## config.mk

```make
export PLATFORM = sky130hd
export DESIGN_NAME = ram_port_arbiter_flat
export DESIGN_NICKNAME = d
export VERILOG_FILES = /design/src/rtl/ram_arb_pkg.sv /design/src/rtl/ram_port_arbiter_if.sv /design/src/rtl/ram_arb_port_mux.sv /design/src/rtl/ram_port_arbiter.sv /design/src/flat_wrapper.sv
export SDC_FILE = /design/constraint.sdc
export NUM_CORES = 1
export LEC_CHECK = 0
export CAP_MARGIN = 40
export CORE_AREA = 2 2 124 126
export DETAILED_ROUTE_END_ITERATION = 16
export DIE_AREA = 0 0 126 128
export PLACE_DENSITY = 0.62
export SYNTH_ARGS = -nofsm -noshare
export SYNTH_HDL_FRONTEND = slang
export SYNTH_SLANG_ARGS = --single-unit
```

## constraint.sdc

```tcl
create_clock -name clk -period 2.6 [get_ports clk]
set_input_delay 0.52 -clock clk [delete_from_list [all_inputs] [get_ports clk]]
set_output_delay 0.52 -clock clk [all_outputs]
set_load 0.02 [all_outputs]
```

## src/rtl/ram_arb_pkg.sv

```systemverilog
// Shared types for the solver RAM arbiter: ownership states and requester indices.
package ram_arb_pkg;

  typedef enum logic [1:0] {
    IDLE = 2'd0,
    OWN0 = 2'd1,
    OWN1 = 2'd2
  } arb_state_e;

  localparam bit REQ_SOLVER = 1'b0;
  localparam bit REQ_INTERP = 1'b1;

endpackage

```

## src/rtl/ram_port_arbiter_if.sv

```systemverilog
// Requester-side and RAM-side bundle of the arbiter. Index 0 is the solver, index 1 the interpolator.
interface ram_port_arbiter_if #(
  parameter int DATA_WIDTH    = 64,
  parameter int ADDRESS_WIDTH = 13
);
  logic [1:0]                    req_i;
  logic [1:0]                    gnt_o;
  logic [1:0][ADDRESS_WIDTH-1:0] rd1_add_i;
  logic [1:0][ADDRESS_WIDTH-1:0] rd2_add_i;
  logic [1:0][ADDRESS_WIDTH-1:0] wr_add_i;
  logic [1:0][DATA_WIDTH-1:0]    wr_data_i;
  logic [1:0]                    wr_en_i;
  logic [1:0]                    rd_valid_o;
  logic [ADDRESS_WIDTH-1:0]      ram_add_rd1_o;
  logic [ADDRESS_WIDTH-1:0]      ram_add_rd2_o;
  logic [ADDRESS_WIDTH-1:0]      ram_add_wr_o;
  logic [DATA_WIDTH-1:0]         ram_data_wr_o;
  logic                          ram_enable_wr_o;
  logic                          error_o;

  modport slave (
    input  req_i, rd1_add_i, rd2_add_i, wr_add_i, wr_data_i, wr_en_i,
    output gnt_o, rd_valid_o, ram_add_rd1_o, ram_add_rd2_o, ram_add_wr_o,
           ram_data_wr_o, ram_enable_wr_o, error_o
  );

  modport master (
    output req_i, rd1_add_i, rd2_add_i, wr_add_i, wr_data_i, wr_en_i,
    input  gnt_o, rd_valid_o, ram_add_rd1_o, ram_add_rd2_o, ram_add_wr_o,
           ram_data_wr_o, ram_enable_wr_o, error_o
  );
endinterface

```

## src/rtl/ram_arb_port_mux.sv

```systemverilog
// Steers the owning requester's addresses, write data and write enable onto the RAM; all zero when idle.
module ram_arb_port_mux
  import ram_arb_pkg::*;
#(
  parameter int DATA_WIDTH    = 64,
  parameter int ADDRESS_WIDTH = 13
) (
  input  arb_state_e                    state_i,
  input  logic [1:0][ADDRESS_WIDTH-1:0] rd1_add_i,
  input  logic [1:0][ADDRESS_WIDTH-1:0] rd2_add_i,
  input  logic [1:0][ADDRESS_WIDTH-1:0] wr_add_i,
  input  logic [1:0][DATA_WIDTH-1:0]    wr_data_i,
  input  logic [1:0]                    wr_en_i,
  output logic [ADDRESS_WIDTH-1:0]      ram_add_rd1_o,
  output logic [ADDRESS_WIDTH-1:0]      ram_add_rd2_o,
  output logic [ADDRESS_WIDTH-1:0]      ram_add_wr_o,
  output logic [DATA_WIDTH-1:0]         ram_data_wr_o,
  output logic                          ram_enable_wr_o
);

  always_comb begin
    ram_add_rd1_o   = '0;
    ram_add_rd2_o   = '0;
    ram_add_wr_o    = '0;
    ram_data_wr_o   = '0;
    ram_enable_wr_o = 1'b0;
    case (state_i)
      OWN0: begin
        ram_add_rd1_o   = rd1_add_i[REQ_SOLVER];
        ram_add_rd2_o   = rd2_add_i[REQ_SOLVER];
        ram_add_wr_o    = wr_add_i[REQ_SOLVER];
        ram_data_wr_o   = wr_data_i[REQ_SOLVER];
        ram_enable_wr_o = wr_en_i[REQ_SOLVER];
      end
      OWN1: begin
        ram_add_rd1_o   = rd1_add_i[REQ_INTERP];
        ram_add_rd2_o   = rd2_add_i[REQ_INTERP];
        ram_add_wr_o    = wr_add_i[REQ_INTERP];
        ram_data_wr_o   = wr_data_i[REQ_INTERP];
        ram_enable_wr_o = wr_en_i[REQ_INTERP];
      end
      default: ;
    endcase
  end

endmodule

```

## src/rtl/ram_port_arbiter.sv

```systemverilog
// Round-robin, hold-bounded ownership arbiter for the solver RAM.
// Optional sticky write-protocol checker enabled by RAM_ARB_ERROR_EN.
module ram_port_arbiter
  import ram_arb_pkg::*;
#(
  parameter int DATA_WIDTH    = 64,
  parameter int ADDRESS_WIDTH = 13,
  parameter int MAX_HOLD      = 16
) (
  input logic              clk,
  input logic              rst,
  ram_port_arbiter_if.slave bus
);

  localparam int              HOLD_W    = (MAX_HOLD > 1) ? $clog2(MAX_HOLD) : 1;
  localparam logic [HOLD_W-1:0] HOLD_LAST = HOLD_W'(MAX_HOLD - 1);

  arb_state_e        state_q, state_d;
  logic [HOLD_W-1:0] hold_q, hold_d;
  logic              last_q, last_d;
  logic [1:0]        rd_valid_q, rd_valid_d;
  logic [1:0]        gnt;
  logic              other_req;

  always_ff @(posedge clk or posedge rst) begin
    if (rst) begin
      state_q    <= IDLE;
      hold_q     <= '0;
      last_q     <= REQ_INTERP;
      rd_valid_q <= 2'b00;
    end else begin
      state_q    <= state_d;
      hold_q     <= hold_d;
      last_q     <= last_d;
      rd_valid_q <= rd_valid_d;
    end
  end

  always_comb begin
    state_d   = state_q;
    hold_d    = hold_q;
    last_d    = last_q;
    other_req = 1'b0;
    case (state_q)
      IDLE: begin
        if (bus.req_i[0] && bus.req_i[1]) state_d = (last_q == REQ_SOLVER) ? OWN1 : OWN0;
        else if (bus.req_i[0])            state_d = OWN0;
        else if (bus.req_i[1])            state_d = OWN1;
      end
      OWN0: begin
        other_req = bus.req_i[1];
        if (!bus.req_i[0])                         state_d = bus.req_i[1] ? OWN1 : IDLE;
        else if (bus.req_i[1] && hold_q == HOLD_LAST) state_d = OWN1;
      end
      OWN1: begin
        other_req = bus.req_i[0];
        if (!bus.req_i[1])                         state_d = bus.req_i[0] ? OWN0 : IDLE;
        else if (bus.req_i[0] && hold_q == HOLD_LAST) state_d = OWN0;
      end
      default: state_d = IDLE;
    endcase

    // Any entry into an OWN state restarts the hold window and records the new owner.
    if (state_d != state_q && state_d != IDLE) begin
      hold_d = '0;
      last_d = (state_d == OWN1);
    end else if (other_req && hold_q != HOLD_LAST) begin
      hold_d = hold_q + 1'b1;
    end

    rd_valid_d = gnt;
  end

  assign gnt            = {state_q == OWN1, state_q == OWN0};
  assign bus.gnt_o      = gnt;
  assign bus.rd_valid_o = rd_valid_q;

  ram_arb_port_mux #(
    .DATA_WIDTH    (DATA_WIDTH),
    .ADDRESS_WIDTH (ADDRESS_WIDTH)
  ) u_port_mux (
    .state_i         (state_q),
    .rd1_add_i       (bus.rd1_add_i),
    .rd2_add_i       (bus.rd2_add_i),
    .wr_add_i        (bus.wr_add_i),
    .wr_data_i       (bus.wr_data_i),
    .wr_en_i         (bus.wr_en_i),
    .ram_add_rd1_o   (bus.ram_add_rd1_o),
    .ram_add_rd2_o   (bus.ram_add_rd2_o),
    .ram_add_wr_o    (bus.ram_add_wr_o),
    .ram_data_wr_o   (bus.ram_data_wr_o),
    .ram_enable_wr_o (bus.ram_enable_wr_o)
  );

`ifdef RAM_ARB_ERROR_EN
  logic error_q, error_d;

  assign error_d = error_q | (|(bus.wr_en_i & ~gnt));

  always_ff @(posedge clk or posedge rst) begin
    if (rst) error_q <= 1'b0;
    else     error_q <= error_d;
  end

  assign bus.error_o = error_q;
`else
  assign bus.error_o = 1'b0;
`endif

endmodule

```

## src/flat_wrapper.sv

```systemverilog
// flat-port wrapper written by rule: the top's interface ports become plain ports
module ram_port_arbiter_flat import ram_arb_pkg::*;
#(
  parameter int DATA_WIDTH    = 64,
  parameter int ADDRESS_WIDTH = 13,
  parameter int MAX_HOLD      = 16
)
  (clk, rst, bus_req_i, bus_rd1_add_i, bus_rd2_add_i, bus_wr_add_i, bus_wr_data_i, bus_wr_en_i, bus_gnt_o, bus_rd_valid_o, bus_ram_add_rd1_o, bus_ram_add_rd2_o, bus_ram_add_wr_o, bus_ram_data_wr_o, bus_ram_enable_wr_o, bus_error_o);
  ram_port_arbiter_if #(.DATA_WIDTH(DATA_WIDTH), .ADDRESS_WIDTH(ADDRESS_WIDTH)) bus_i ();
  input logic clk;
  input logic rst;
  input wire logic [$bits(bus_i.req_i)-1:0] bus_req_i;
  input wire logic [$bits(bus_i.rd1_add_i)-1:0] bus_rd1_add_i;
  input wire logic [$bits(bus_i.rd2_add_i)-1:0] bus_rd2_add_i;
  input wire logic [$bits(bus_i.wr_add_i)-1:0] bus_wr_add_i;
  input wire logic [$bits(bus_i.wr_data_i)-1:0] bus_wr_data_i;
  input wire logic [$bits(bus_i.wr_en_i)-1:0] bus_wr_en_i;
  output wire logic [$bits(bus_i.gnt_o)-1:0] bus_gnt_o;
  output wire logic [$bits(bus_i.rd_valid_o)-1:0] bus_rd_valid_o;
  output wire logic [$bits(bus_i.ram_add_rd1_o)-1:0] bus_ram_add_rd1_o;
  output wire logic [$bits(bus_i.ram_add_rd2_o)-1:0] bus_ram_add_rd2_o;
  output wire logic [$bits(bus_i.ram_add_wr_o)-1:0] bus_ram_add_wr_o;
  output wire logic [$bits(bus_i.ram_data_wr_o)-1:0] bus_ram_data_wr_o;
  output wire logic [$bits(bus_i.ram_enable_wr_o)-1:0] bus_ram_enable_wr_o;
  output wire logic [$bits(bus_i.error_o)-1:0] bus_error_o;
  assign bus_i.req_i = bus_req_i;
  assign bus_i.rd1_add_i = bus_rd1_add_i;
  assign bus_i.rd2_add_i = bus_rd2_add_i;
  assign bus_i.wr_add_i = bus_wr_add_i;
  assign bus_i.wr_data_i = bus_wr_data_i;
  assign bus_i.wr_en_i = bus_wr_en_i;
  assign bus_gnt_o = bus_i.gnt_o;
  assign bus_rd_valid_o = bus_i.rd_valid_o;
  assign bus_ram_add_rd1_o = bus_i.ram_add_rd1_o;
  assign bus_ram_add_rd2_o = bus_i.ram_add_rd2_o;
  assign bus_ram_add_wr_o = bus_i.ram_add_wr_o;
  assign bus_ram_data_wr_o = bus_i.ram_data_wr_o;
  assign bus_ram_enable_wr_o = bus_i.ram_enable_wr_o;
  assign bus_error_o = bus_i.error_o;
  ram_port_arbiter #(.DATA_WIDTH(DATA_WIDTH), .ADDRESS_WIDTH(ADDRESS_WIDTH), .MAX_HOLD(MAX_HOLD)) u_core (.clk(clk), .rst(rst), .bus(bus_i));
endmodule
```

## Word level (Yosys, flattened, before mapping)

Index checks and enable logic that the tools add are counted.

- Flip-flop bits (word level): 9
- Bits of input ports: 212
- Output and inout bits: 109
- Word-level logic and storage cells: 38

- Add/sub/neg operators: 1
- Eq/ne operators: 6
- Mux-type cells: 19
- Reductions and logical operators: 8

Operators with widths:

| cell | number |
|---|---|
| $pmux 64 s2 | 1 |
| $pmux 13 s2 | 3 |
| $mux 2 | 9 |
| $mux 4 | 2 |
| $pmux 2 s3 | 1 |
| $logic_and 1x1->1 | 5 |
| $add 4x1->4 const B | 1 |
| $eq 2x2->1 const B | 2 |
| $eq 4x4->1 const B | 1 |
| $ne 4x4->1 const B | 1 |
| $pmux 1 s2 | 2 |
| $reduce_bool 2->1 | 2 |
| $eq 2x1->1 const B | 1 |
| $logic_not 2->1 | 1 |
| $ne 2x2->1 | 1 |
| $mux 1 | 1 |

## Depth between registers and ports, before layout

- Depth in word-level cells: 8
- Gate-level depth with buffers: 9
- Gate-level depth less buffers: 7

## Cells and area by module

A second synthesis with hierarchy kept.

- Cell total of the unflattened synthesis: 323
- Area total of the unflattened synthesis: 2,518.7 µm²

By module, submodules not included:

| module | instances | cells each | area an instance (µm²) | seq. area each (µm²) |
|---|---|---|---|---|
| ram_arb_port_mux | 1 | 248 | 1,804.2 | 0.0 |
| ram_port_arbiter | 1 | 75 | 714.4 | 226.5 |

## Worst setup path before layout

OpenSTA, ideal clock, no wires.

- Path kind: flip-flop to output port
- From: reg u_core.state_q[1]
- To: out bus_ram_add_rd2_o[10]
- Arrival: 2,124 ps
- Required time: 2,080 ps
- Slack: -44 ps
- Stages on the path, launching flop included: 9
- Buffers on the path: 4
- Cells stage by stage: dfrtp_1 buf_2 inv_1 ha_1 clkbuf_1 buf_2 buf_1 a22oi_1 nor2b_1

- Longest elaborated chain between the ends: 2
- Elaborated cells between the ends (all ways): 3
- Classes of those cells: 2 x eq/ne; 1 x mux

RTL lines:

| what | RTL line | source |
|---|---|---|
| start, declared | ram_port_arbiter.sv:18 | `arb_state_e state_q, state_d;` |
| start signal, assigned | ram_port_arbiter.sv:32 | `state_q <= state_d;` |
| $eq 2x1->1 | - |  |
| via bus_gnt_o[0] | flat_wrapper.sv:18 | `output wire logic [$bits(bus_i.gnt_o)-1:0] bus_gnt_o;` |
| $pmux 13 s2 | ram_arb_port_mux.sv:27 | `case (state_i)` |
| end, declared | flat_wrapper.sv:21 | `output wire logic [$bits(bus_i.ram_add_rd2_o)-1:0] bus_ram_add_rd2_o;` |

The timed path passes the listed nets, and every way through them passes these cells.

## Final worst setup path

- From: reg u_core.state_q[0]
- To: out bus_ram_data_wr_o[37]

- Longest elaborated chain between the ends: 2
- Elaborated cells between the ends (all ways): 3
- Classes of those cells: 2 x eq/ne; 1 x mux

RTL lines:

| what | RTL line | source |
|---|---|---|
| $eq 2x2->1 / $eq 2x1->1 (equally long branches) | ram_arb_port_mux.sv:27 |  |
| $pmux 64 s2 (*) | ram_arb_port_mux.sv:27 |  |
| end, declared | flat_wrapper.sv:23 | `output wire logic [$bits(bus_i.ram_data_wr_o)-1:0] bus_ram_data_wr_o;` |

Every way passes the cells marked *; elsewhere a longest branch is shown, timed or not.

==> impl_metrics.env <==
export IMPL_coreArea_mm2=0.01486
export IMPL_cts_made_buffers=3
export IMPL_path_class="reg2out"
export IMPL_layout_common_cells="clkdlybuf4s50_1 (216), a22oi_1 (102), nor2b_2 (61), dlymetal6s2s_1 (57), dlygate4sd2_1 (46)"
export IMPL_ys_seq_area_frac=0.1005
export IMPL_clock_fmax_ghz=0.3907
export IMPL_wirelength_um=12680
export IMPL_post_drt_wl_per_cell_um=15.71
export IMPL_grt_pass1_wl_um=18990
export IMPL_dieArea_mm2=0.01613
export IMPL_status="finished, final reports clean"
export IMPL_place_area_mm2=0.005858
export IMPL_drive_gt1_frac=0.1357
export IMPL_worst_clock_skew_ps=0.7760
export IMPL_antenna_left=0
export IMPL_fin_crit_sh=0.9844
export IMPL_ir_worst_vdd_mv=0.5854
export IMPL_fill_cells=1478
export IMPL_num_antenna_cells=0
export IMPL_place_hpwl_um=9875
export IMPL_via_per_inst=4.532
export IMPL_dieWidth_um=126
export IMPL_antenna_found_initial=0
export IMPL_grt_util_all_layers=0.1390
export IMPL_critPathArrivalTime_ps=2040
export IMPL_synth_top_flop_cell="dfrtp_1"
export IMPL_syn_nets=541
export IMPL_start_util=0.1516
export IMPL_final_hold_violation_count=0
export IMPL_yosysUniqueCellTypes=38
export IMPL_ys_seq_elements=9
export IMPL_rsz0062_at_grt="true"
export IMPL_place_gp_congestion=0.9115
export IMPL_hold_path_class="reg2reg"
export IMPL_first_global_vias=3593
export IMPL_drt_iter0_markers=210
export IMPL_portBuffers=319
export IMPL_syn_to_final_growth_pct=168.7
export IMPL_finalSetupViolations=0
export IMPL_p_leak_nw=3.169
export IMPL_cap_viol_max_count=0
export IMPL_crit_path_end_kind="output port"
export IMPL_grt_max_degree=62
export IMPL_worstPathMaxFanout=49
export IMPL_dp_worst_setup_slack_ps=138.7
export IMPL_critPathLaunchType="flip-flop"
export IMPL_layout_commonest_cell="clkdlybuf4s50_1"
export IMPL_syn_area_mm2=0.002253
export IMPL_clockRootBuffer="clkbuf_16"
export IMPL_required_ps=2080
export IMPL_io_pins=321
export IMPL_rows=45
export IMPL_cts_sinks=9
export IMPL_drc_errors=0
export IMPL_fin_crit_ps=2559
export IMPL_cts_max_level=1
export IMPL_vias=3657
export IMPL_clk_pin_slew_ps=40
export IMPL_power_density_mw_per_mm2=863.9
export IMPL_syn_inst=324
export IMPL_grt_overflow_total=0
export IMPL_synthArstFlopShare=1.000
export IMPL_nNetsFinal=837
export IMPL_clock_latency_ps=230
export IMPL_cts_tree="done"
export IMPL_fin_area_mm2=0.006055
export IMPL_setup_slack_ps=40.68
export IMPL_synth_edf_count=0
export IMPL_power_mw=5.230
export IMPL_final_util=0.4073
export IMPL_first_pass_iters=4
export IMPL_clk_path_buf_depth=2
export IMPL_synth_area_per_cell_um2=6.955
export IMPL_report_final_slew_viol_count=0
export IMPL_yosys_warnings=0
export IMPL_die_h_um=128
## worst max-delay path, cell delays in order (launching register included)
cell and delay [ps]:
dfrtp_1 380, inv_2 140, ha_4 190, buf_12 230
a22oi_2 120, nor2b_2 120, clkdlybuf4s50_1 600
## state kept, by name, summed over array words and instances, names as in the netlist
signal and flops:
u_core.state_q 2, u_core.hold_q 4, u_core.bus.rd_valid_o 2, u_core.last_q 1
## Yosys cell counts, types with 3 or more instances
library cell | n | share of area
nor2_1 | 4 | 0.0067
a22oi_1 | 104 | 0.35
clkbuf_1 | 23 | 0.038
inv_1 | 6 | 0.010
a21oi_1 | 8 | 0.018
ha_1 | 5 | 0.028
dfrtp_1 | 8 | 0.089
buf_2 | 3 | 0.0067
o21ai_0 | 7 | 0.016
nor2b_1 | 105 | 0.29
buf_1 | 10 | 0.017
nand2_1 | 8 | 0.013
## timing repair
action                     CTS  global route
pin swaps                    0             0
hold buffers                 0             0
setup buffers                0             0
setup endpoints to repair  104            58
gates resized for setup     51            58
## cell type report
type / instances / area [um^2] / area share
Sequential cell: 9 / 226.5 / 0.03740
Clock buffer: 4 / 78.83 / 0.01302
Multi-Input combinational cell: 271 / 2041 / 0.3371
Timing Repair Buffer: 329 / 3451 / 0.5700
Tap cell: 188 / 235.2 / 0.03885
Inverter: 6 / 22.52 / 0.003720
## power breakdown
group	internal, mW	leakage (nW)	switching, mW
registers	0.189	0.117	0.0242
logic	2.30	3.01	2.44
clock network	0.205	0.0382	0.0692
total	2.70	3.17	2.53
## per-layer routing
layer | routed length [um] | up-vias | share of wire | global-route usage
met5 | 0 | - | 0 | 0
met4 | 157 | 0 | 0.012 | 0.02392
met3 | 754 | 16 | 0.059 | 0.02087
met2 | 6686 | 164 | 0.53 | 0.2486
met1 | 5083 | 1680 | 0.40 | 0.1794
li1 | - | 1797 | - | -
## logic make-up (layout without fill, tap and decap cells)
kind of cell | after synthesis | in the layout | synth area share
buf+inv | 44 | 339 | 0.07829
compound gates | 135 | 135 | 0.4420
simple gates | 129 | 129 | 0.3459
xor+xnor | 1 | 1 | 0.003887
other cells | 1 | 1 | 0.001664
flops | 9 | 9 | 0.1005
fa+ha+maj | 5 | 5 | 0.02776
## path summary, 6_finish.rpt
path | from | end | slack [ps] | cells past startpoint
worst max-delay path | u_core.state_q[0] | bus_ram_data_wr_o[37] | 40 | 6
worst min register to register | u_core.last_q | u_core.last_q | 540 | 2
min in group asynchronous | rst | u_core.bus.rd_valid_o[1] | 560 | 2
worst min-delay path | u_core.last_q | u_core.last_q | 540 | 2
worst max register to register | u_core.state_q[0] | u_core.hold_q[1] | 470 | 7
max in group asynchronous | rst | u_core.last_q | 1740 | 2
## metrics by stage
stage	TNS [ps]	hold WS, ps	instances
3_5_place_dp	0	534.3	803
6_report	0	536.5	807
5_1_grt	-77.88	571.5	807
2_1_floorplan	0	347.2	324
4_1_cts	0	540.7	807
3_3_place_gp	0	531.8	803
(Power assumes the default switching activity.)
